===== src/rtl/boton_ar.sv =====
// Push-button debouncer: produces a stable level plus one-cycle rise/fall pulses.
// Define BOTON_AR_SYNC_EN to insert a two-flop synchronizer in front of the filter.
module boton_ar #(
  parameter int unsigned DEBOUNCE_CYCLES = 50000
) (
  input  logic clk,
  input  logic reset,
  input  logic boton_in,
  output logic boton_out,
  output logic rise_pulse,
  output logic fall_pulse
);

  localparam int unsigned CntW = $clog2(DEBOUNCE_CYCLES + 1);
  localparam logic [CntW-1:0] CntLast = CntW'(DEBOUNCE_CYCLES - 1);

  logic            s;
  logic            out_q, out_d;
  logic            rise_q, rise_d;
  logic            fall_q, fall_d;
  logic [CntW-1:0] cnt_q, cnt_d;

`ifdef BOTON_AR_SYNC_EN
  logic [1:0] sync_q;

  always_ff @(posedge clk) begin
    if (reset) begin
      sync_q <= 2'b00;
    end else begin
      sync_q <= {sync_q[0], boton_in};
    end
  end

  assign s = sync_q[1];
`else
  assign s = boton_in;
`endif

  always_comb begin
    out_d  = out_q;
    cnt_d  = cnt_q;
    rise_d = 1'b0;
    fall_d = 1'b0;
    if (s == out_q) begin
      cnt_d = '0;
    end else if (cnt_q == CntLast) begin
      // Qualified change: commit the new level and flag the matching edge.
      out_d  = s;
      cnt_d  = '0;
      rise_d = s;
      fall_d = ~s;
    end else begin
      cnt_d = cnt_q + 1'b1;
    end
  end

  always_ff @(posedge clk) begin
    if (reset) begin
      out_q  <= 1'b0;
      cnt_q  <= '0;
      rise_q <= 1'b0;
      fall_q <= 1'b0;
    end else begin
      out_q  <= out_d;
      cnt_q  <= cnt_d;
      rise_q <= rise_d;
      fall_q <= fall_d;
    end
  end

  assign boton_out  = out_q;
  assign rise_pulse = rise_q;
  assign fall_pulse = fall_q;

endmodule


===== config.mk =====
export PLATFORM = sky130hd
export DESIGN_NAME = boton_ar
export DESIGN_NICKNAME = d
export VERILOG_FILES = /design/src/rtl/boton_ar.sv
export SDC_FILE = /design/constraint.sdc
export NUM_CORES = 1
export LEC_CHECK = 0
export CAP_MARGIN = 20
export CORE_MARGIN = 2
export CORE_UTILIZATION = 55
export DETAILED_ROUTE_END_ITERATION = 16
export GPL_ROUTABILITY_DRIVEN = 0
export HOLD_SLACK_MARGIN = 0.1
export PLACE_DENSITY = 0.75
export SYNTH_ARGS = -nofsm -noshare
export SYNTH_HDL_FRONTEND = slang
export SYNTH_SLANG_ARGS = --single-unit

===== constraint.sdc =====
create_clock -name clk -period 2.2 [get_ports clk]
set_input_delay 0.33 -clock clk [delete_from_list [all_inputs] [get_ports clk]]
set_output_delay 0.33 -clock clk [all_outputs]
set_load 0.03 [all_outputs]

* Word level (Yosys, flattened, before mapping)
Cells that the tools add are included.
** Storage, ports and cells
- Flip-flop bits (word level) :: 19
- Bits in latches :: 0
- Bits in writable memories :: 0
- Bits in read-only memories :: 0
- Input port bits :: 3
- Output and inout port bits :: 3
- Logic and storage cells :: 13
- Memories :: 0
** Operators by class
- Add/sub/neg operators :: 1
- $mul :: 0
- Divide/modulo/power cells :: 0
- $lt $le $gt $ge :: 0
- Eq/ne operators :: 2
- Shift-type cells :: 0
- Muxes and demuxes :: 0
- Bitwise operators :: 3
- Reductions and logical operators :: 3
** Operators by type and width (count)
- adder 16 x 1 -> 16 bit (second input constant) :: 1
- equality test 16 bit (second input constant) :: 1
- OR reduction 3 bit :: 2
- NOT 1 bit :: 3
- AND reduction 2 bit :: 1
- equality test 1 bit :: 1

* Longest topological paths before layout
Gate-level depths: netlist (run 1).
- Word-level depth :: 3
- Gate-level depth with buffers :: 6
- Depth with buffers taken out :: 5

* Worst setup path before layout (run 1)
No wires, ideal clock.
- Path type :: flip-flop to flip-flop
- From :: register cnt_q[10]
- To :: register cnt_q[10]
- Setup time :: 0.115 ns
- Data arrival time :: 1.707 ns
- Required time :: 2.085 ns
- Path slack :: 0.378 ns
- Stages on the path, launching flop included :: 7
- Path buffers :: 2
- Clock period less this slack :: 1.822 ns
- Cell sequence :: dfxtp_1 -> buf_6 -> or4b_1 -> or4_4 -> nand2_4 -> buf_12 -> nor2_2
** On the way
- Longest elaborated chain between the ends :: 2
- Elaborated cells between the ends (all ways) :: 3
- Those cells by class :: 1 x add/sub; 1 x eq/ne; 1 x reduce/logical
** RTL lines
- from (decl) :: RTL line 21 : logic [CntW-1:0] cnt_q, cnt_d;
- from (signal assigned) :: RTL line 65 : cnt_q <= cnt_d;
- parallel branches: the longest is 2 deep, another holds adder 16 x 1 -> 16 bit
Several ways; the timed one is not identified.
A chain may end at the register's enable or synchronous reset.

* Worst setup path in the final report (run 1)
- From :: register cnt_q[10]
- To :: register cnt_q[14]
The elaborated chain is that of the path after synthesis.

==> results.json, run 1 <==
{
  "synth_edf_count": 0,
  "port_buffers": 5,
  "cts_max_level": 1,
  "whs_endpoint": "cnt_q[0]",
  "crit_path_max_fanout": 14,
  "drcViolationCount": 0,
  "status": "finished, final reports clean",
  "antenna_left": 0,
  "max_cap_violations": 0,
  "synthSimpleGateAreaFrac_pct": 36.4,
  "syn_to_final_growth_pct": 7.71,
  "core_mm2": 0.00152,
  "timing.final.ws_setup_ns": 0.356,
  "antennaDiodeCount": 0,
  "start_kind": "register",
  "synth_top_family_by_area": "simple AND/OR/NAND/NOR gates",
  "rsz0062_at_grt": "false",
  "synthTopCellsByArea": "dfxtp_1 42%, xnor2_1 7.7%, nor2_2 6.9%",
  "die_width_um": 44.6,
  "die_h_um": 44.6,
  "yosysMostFrequentCell": "dfxtp_1",
  "slew_headroom_pct": 79.0,
  "finalNonFillerCells": 119,
  "muxShareOfSynthArea_pct": 1.10,
  "crit_type": "reg -> reg",
  "cts_root_buffer": "clkbuf_4",
  "io_pins": 6,
  "drive_above_1_share_pct": 18.4,
  "synth_largest_area_cell": "dfxtp_1",
  "synth_xor_area_share_pct": 12.5,
  "vias": 675,
  "p_per_area_mw_per_mm2": 557,
  "synth_compound_area_share_pct": 1.65,
  "r2r-end": "cnt_q[14]",
  "crit_family": "simple AND/OR/NAND/NOR gates",
  "post-place-ws_ns": 0.363,
  "setup_viol": 0,
  "synthCells": 95,
  "hold_viol_final": 0,
  "grtUsageTotal_pct": 19.1,
  "min_from": "cnt_q[0]",
  "drv_slew": 0,
  "cp_cell_sequence": "or4b_1, or4_4, nand2_4, nor2_1",
  "postCtsHoldBufs": 0,
  "cts_buffers": 3,
  "intPower_uw": 420,
  "timing.fmax_mhz": 542,
  "cp_num_buf_inv": 0,
  "grt_pass1_vias": 617,
  "yosys_warnings": 0,
  "async_flop_share_pct": 0,
  "synth.top_cell.area_share_pct": 41.9,
  "grt_max_degree": 15,
  "dpl.cell_count": 115,
  "r2r_slack_ns": 0.36,
  "grt_pass1_wl_mm": 2.77,
  "crit_path_end_kind": "register",
  "cts_tree": "done",
  "seq_power_share_pct": 63.9,
  "netlist_area_um2": 908,
  "ctsResizeCount": 0,
  "whs_path_depth": 1,
  "worst_pin_slew_ns": 0.313,
  "synth_cell_types": 29,
  "synthFlopType": "dfxtp_1",
  "synth_common_cells": "19 x dfxtp_1, 10 x nor2_2, 8 x xnor2_1",
  "viasPerCell": 5.67,
  "cts_buffer_depth": 2,
  "leakage_nw": 0.301,
  "drtPass1Iterations": 4,
  "ys_ff_latch": 19,
  "required_ns": 2.40,
  "synth-seq-area-share_pct": 41.9,
  "drt_iter0_markers": 9,
  "combinationalPowerShare_pct": 2.8,
  "fin_nets": 108,
  "fin_tns_setup_ns": 0,
  "antenna_found_initial": 0,
  "overflow": 0,
  "die_area_mm2": 0.00199,
  "cp-startpoint": "cnt_q[10]",
  "initial_utilization_pct": 59.6,
  "power_switching_uw": 125,
  "p_clk_share_pct": 33.3,
  "cts_sinks": 19,
  "sw_frac_of_total_pct": 22.9,
  "peakVddDrop_mv": 0.300,
  "worstReg2RegStart": "cnt_q[10]",
  "critical_path.max_stage_delay_ns": 0.53,
  "avgRoutedWirePerCell_um": 13.0,
  "synth_nets": 99,
  "hpwlAfterDp_mm": 1.15,
  "cp.arrival_ns": 2.04,
  "r2r_cells": 4,
  "synthAdderAreaFrac_pct": 1.38,
  "cts_setup_buffers": 0,
  "wl_mm": 1.55,
  "path_clk_slew_ns": 0.11,
  "clock_latency_ns": 0.31,
  "cp_slowest_cell": "or4b_1",
  "rows": 14,
  "hp-class": "reg -> reg",
  "syn_avg_cell_area_um2": 9.56,
  "fin_crit_ns": 1.84,
  "clock_skew_ns": 0.00585,
  "period_share_pct": 83.8
}
==> layer usage <==
layer | vias to the layer above | GRT usage [%] | wire length [um]
li1 | 346 | - | -
met1 | 323 | 27.2 | 788
met2 | 4 | 28.4 | 720
met3 | 2 | 3.67 | 23
met4 | 0 | 7.27 | 19
met5 | - | 0 | 0
==> how the worst max path moves through the flow <==
stage	end	cells past startpoint
after floorplan	cnt_q[10]	6
after global placement	cnt_q[14]	4
after detailed placement	cnt_q[14]	4
after CTS	cnt_q[4]	4
after global routing	cnt_q[14]	4
final	cnt_q[14]	4
==> area by class of cell <==
type	instances	area [um^2]
Timing Repair Buffer	7	65.1
Clock buffer	3	22.5
Clock inverter	1	5.00
Fill cell	130	546
Inverter	1	3.75
Sequential cell	19	380
Tap cell	16	20.0
Multi-Input combinational cell	72	482
==> logic make-up (layout without fill, tap and decap cells) <==
family,Yosys count,in the layout
compound gates,3,3
xor+xnor,13,13
fa+ha+maj,1,1
buf+inv,4,12
flops,19,19
mux,1,1
simple gates,54,54
==> power groups by stage <==
stage               sequential [mW]  clock, mW  combinational [mW]
global placement              0.356          0              0.0153
detailed placement            0.356          0              0.0154
CTS                           0.348      0.184              0.0154
floorplan                     0.355          0              0.0133
global route                  0.349      0.198              0.0173
finish                        0.348      0.182              0.0151
==> cells in the final DEF (no fill, tap or decap), types with 2 or more instances in the layout <==
cell type,netlist,layout
a21oi_1,2,2
xor2_1,5,5
xnor2_1,8,8
nor3_1,7,7
nand4_1,5,5
clkdlybuf4s50_1,0,5
nor4_1,4,4
nand2_1,4,4
buf_4,0,2
nor2_1,6,6
nand3_1,5,5
dfxtp_1,19,19
nor2_2,10,10
clkbuf_4,0,3
or2b_1,2,2
==> through the flow <==
step           hold WS (ns)  total power [mW]  area, um^2  util (%)
6_report              0.503             0.545         978      64.2
5_1_grt               0.536             0.564         978      64.2
4_1_cts               0.509             0.547         978      64.2
3_5_place_dp          0.485             0.371         951      62.4
3_3_place_gp          0.462             0.371         951      62.4
2_1_floorplan         0.402             0.368         908         -
==> state kept, by name (all words and copies together) (netlist names) <==
register / cells
rise_pulse: 1
fall_pulse: 1
cnt_q: 16
boton_out: 1
Note: power is estimated with default switching activity, not from simulation.
==> run 2, diff against run 1 <==
Settings changed: CORE_UTILIZATION 55 to 50, PLACE_DENSITY 0.75 to 0.72.
Clock period 2.2 ns to 1.6 ns, I/O delays scaled along.
==> run 2 against run 1 <==
The run now ends with setup timing left. Die area up 9.1%. Global-route usage down 1.7 points. Fmax up 9.8%. Combinational power up 130%. Clock power up 31%. Register-to-register slack worse by 0.43 ns. First-iteration DRC count rose to 4.4 times the previous value. Worst setup slack worse by 0.43 ns. Hold slack worse by 0.012 ns. Critical path depth unchanged. Sequential power up 37%. Via count up 9.6%. Largest cell class unchanged.
==> results.json, run 2 (synthesized netlist as in run 1, its figures left out) <==
{
  "crit_type": "reg -> reg",
  "nFillCells": 160,
  "cts_sinks": 19,
  "rows": 15,
  "drt-met1-wl_um": 859,
  "antennaDiodeCount": 0,
  "cts_buffer_depth": 2,
  "path_clk_slew_ns": 0.10,
  "rsz0062_at_grt": "true",
  "drcViolationCount": 0,
  "route.met2.wl_um": 705,
  "seq_area_um2": 384,
  "period_share_pct": 105,
  "violations": "setup timing",
  "multiInputGateArea_um2": 490,
  "peakVddDrop_mv": 0.523,
  "syn_to_final_growth_pct": 23.4,
  "cp.arrival_ns": 1.87,
  "cts_max_level": 1,
  "report.power.total_uw": 749,
  "initial_utilization_pct": 52.6,
  "fin_crit_ns": 1.68,
  "antenna_left": 0,
  "status": "finished, violations left",
  "grt_pass1_wl_mm": 2.66,
  "drt_iter0_markers": 40,
  "postCtsHoldBufs": 0,
  "vias": 740,
  "die_width_um": 46.6,
  "max_cap_violations": 0,
  "avgRoutedWirePerCell_um": 11.5,
  "largest_reg_flops": 16,
  "drive_above_1_share_pct": 31.9,
  "fin_nets": 124,
  "port_buffers": 5,
  "regMostFlops": "cnt_q",
  "cts_root_buffer": "clkbuf_4",
  "io_pins": 6,
  "viasPerCell": 5.14,
  "antenna_found_initial": 0,
  "grt_pass1_vias": 639,
  "leakage_nw": 0.390,
  "drtPass1Iterations": 5,
  "crit_path_max_fanout": 3,
  "worst_pin_slew_ns": 0.334,
  "drv_slew": 0,
  "start_kind": "register",
  "post-place-ws_ns": -0.118,
  "grt_max_degree": 15,
  "highest_layer": "met4",
  "setup_viol": 16,
  "core_mm2": 0.00173,
  "cts_tree": "done",
  "hp-class": "reg -> reg",
  "hold_viol_final": 0,
  "timing.final.ws_setup_ns": -0.0788,
  "timing.fmax_mhz": 596,
  "required_ns": 1.79,
  "slew_headroom_pct": 77.5,
  "final_common_cell": "buf_4",
  "die_area_mm2": 0.00217,
  "final_cell_mix": "18 x buf_4, 16 x dfxtp_1, 10 x nor2_2",
  "overflow": 0,
  "finish.utilization_pct": 64.9,
  "hpwlAfterDp_mm": 1.24,
  "die_h_um": 46.6,
  "clock_latency_ns": 0.29,
  "crit_path_end_kind": "register",
  "grtUsageTotal_pct": 17.4,
  "cts_buffers": 3,
  "fin_tns_setup_ns": -0.992,
  "clock_skew_ns": 0.00224,
  "p_per_area_mw_per_mm2": 668,
  "wl_met3_um": 76,
  "wl_mm": 1.66,
  "cts_setup_buffers": 0
}
run 2: routing by layer:
metal  global-route usage [%]  up-vias
met5                        0        -
met4                     7.22        0
met3                     2.35        6
met2                     23.9       22
met1                     26.7      332
li1                         -      380
run 2: layout make-up:
type                       instances  area share (%)
timing repair buffer              23            16.4
clock inverter                     1           0.446
tap                               25            2.79
clock buffer                       3            2.01
sequential                        19            34.3
multi-input combinational         72            43.7
inverter                           1           0.335
run 2: worst max-delay path: stages (launching register included):
cell	delay, ns
dfxtp_2	0.33
or4bb_1	0.49
or4_4	0.54
mux2i_1	0.17
nor2_1	0.06
run 2: path summary, 6_finish.rpt:
path	start	slack, ns	to	depth (start not counted)
min reg2reg	cnt_q[15]	0.49	cnt_q[15]	2
max	cnt_q[12]	-0.08	boton_out	4
max reg2reg	cnt_q[12]	-0.08	boton_out	4
min	cnt_q[15]	0.49	cnt_q[15]	2
run 2: repair_timing:
item / in CTS / in global routing
endpoints found under the hold margin: 0 / 0
endpoints found under the setup margin: 17 / 16
gates resized for setup: 2 / 0
pin swaps: 1 / 0
run 2: stage by stage:
stage | cells | hold WS (ns) | cell area (um^2)
floorplan | 95 | 0.312 | 912
global placement | 140 | 0.469 | 1090
detailed placement | 140 | 0.484 | 1090
CTS | 144 | 0.500 | 1120
global route | 144 | 0.532 | 1120
finish | 144 | 0.491 | 1120
run 2: power breakdown:
part           leakage (nW)  internal (mW)  switching, mW
combinational         0.217         0.0176         0.0172
clock                0.0177         0.0930          0.145
sequential            0.155          0.475        0.00151
total                 0.390          0.586          0.164
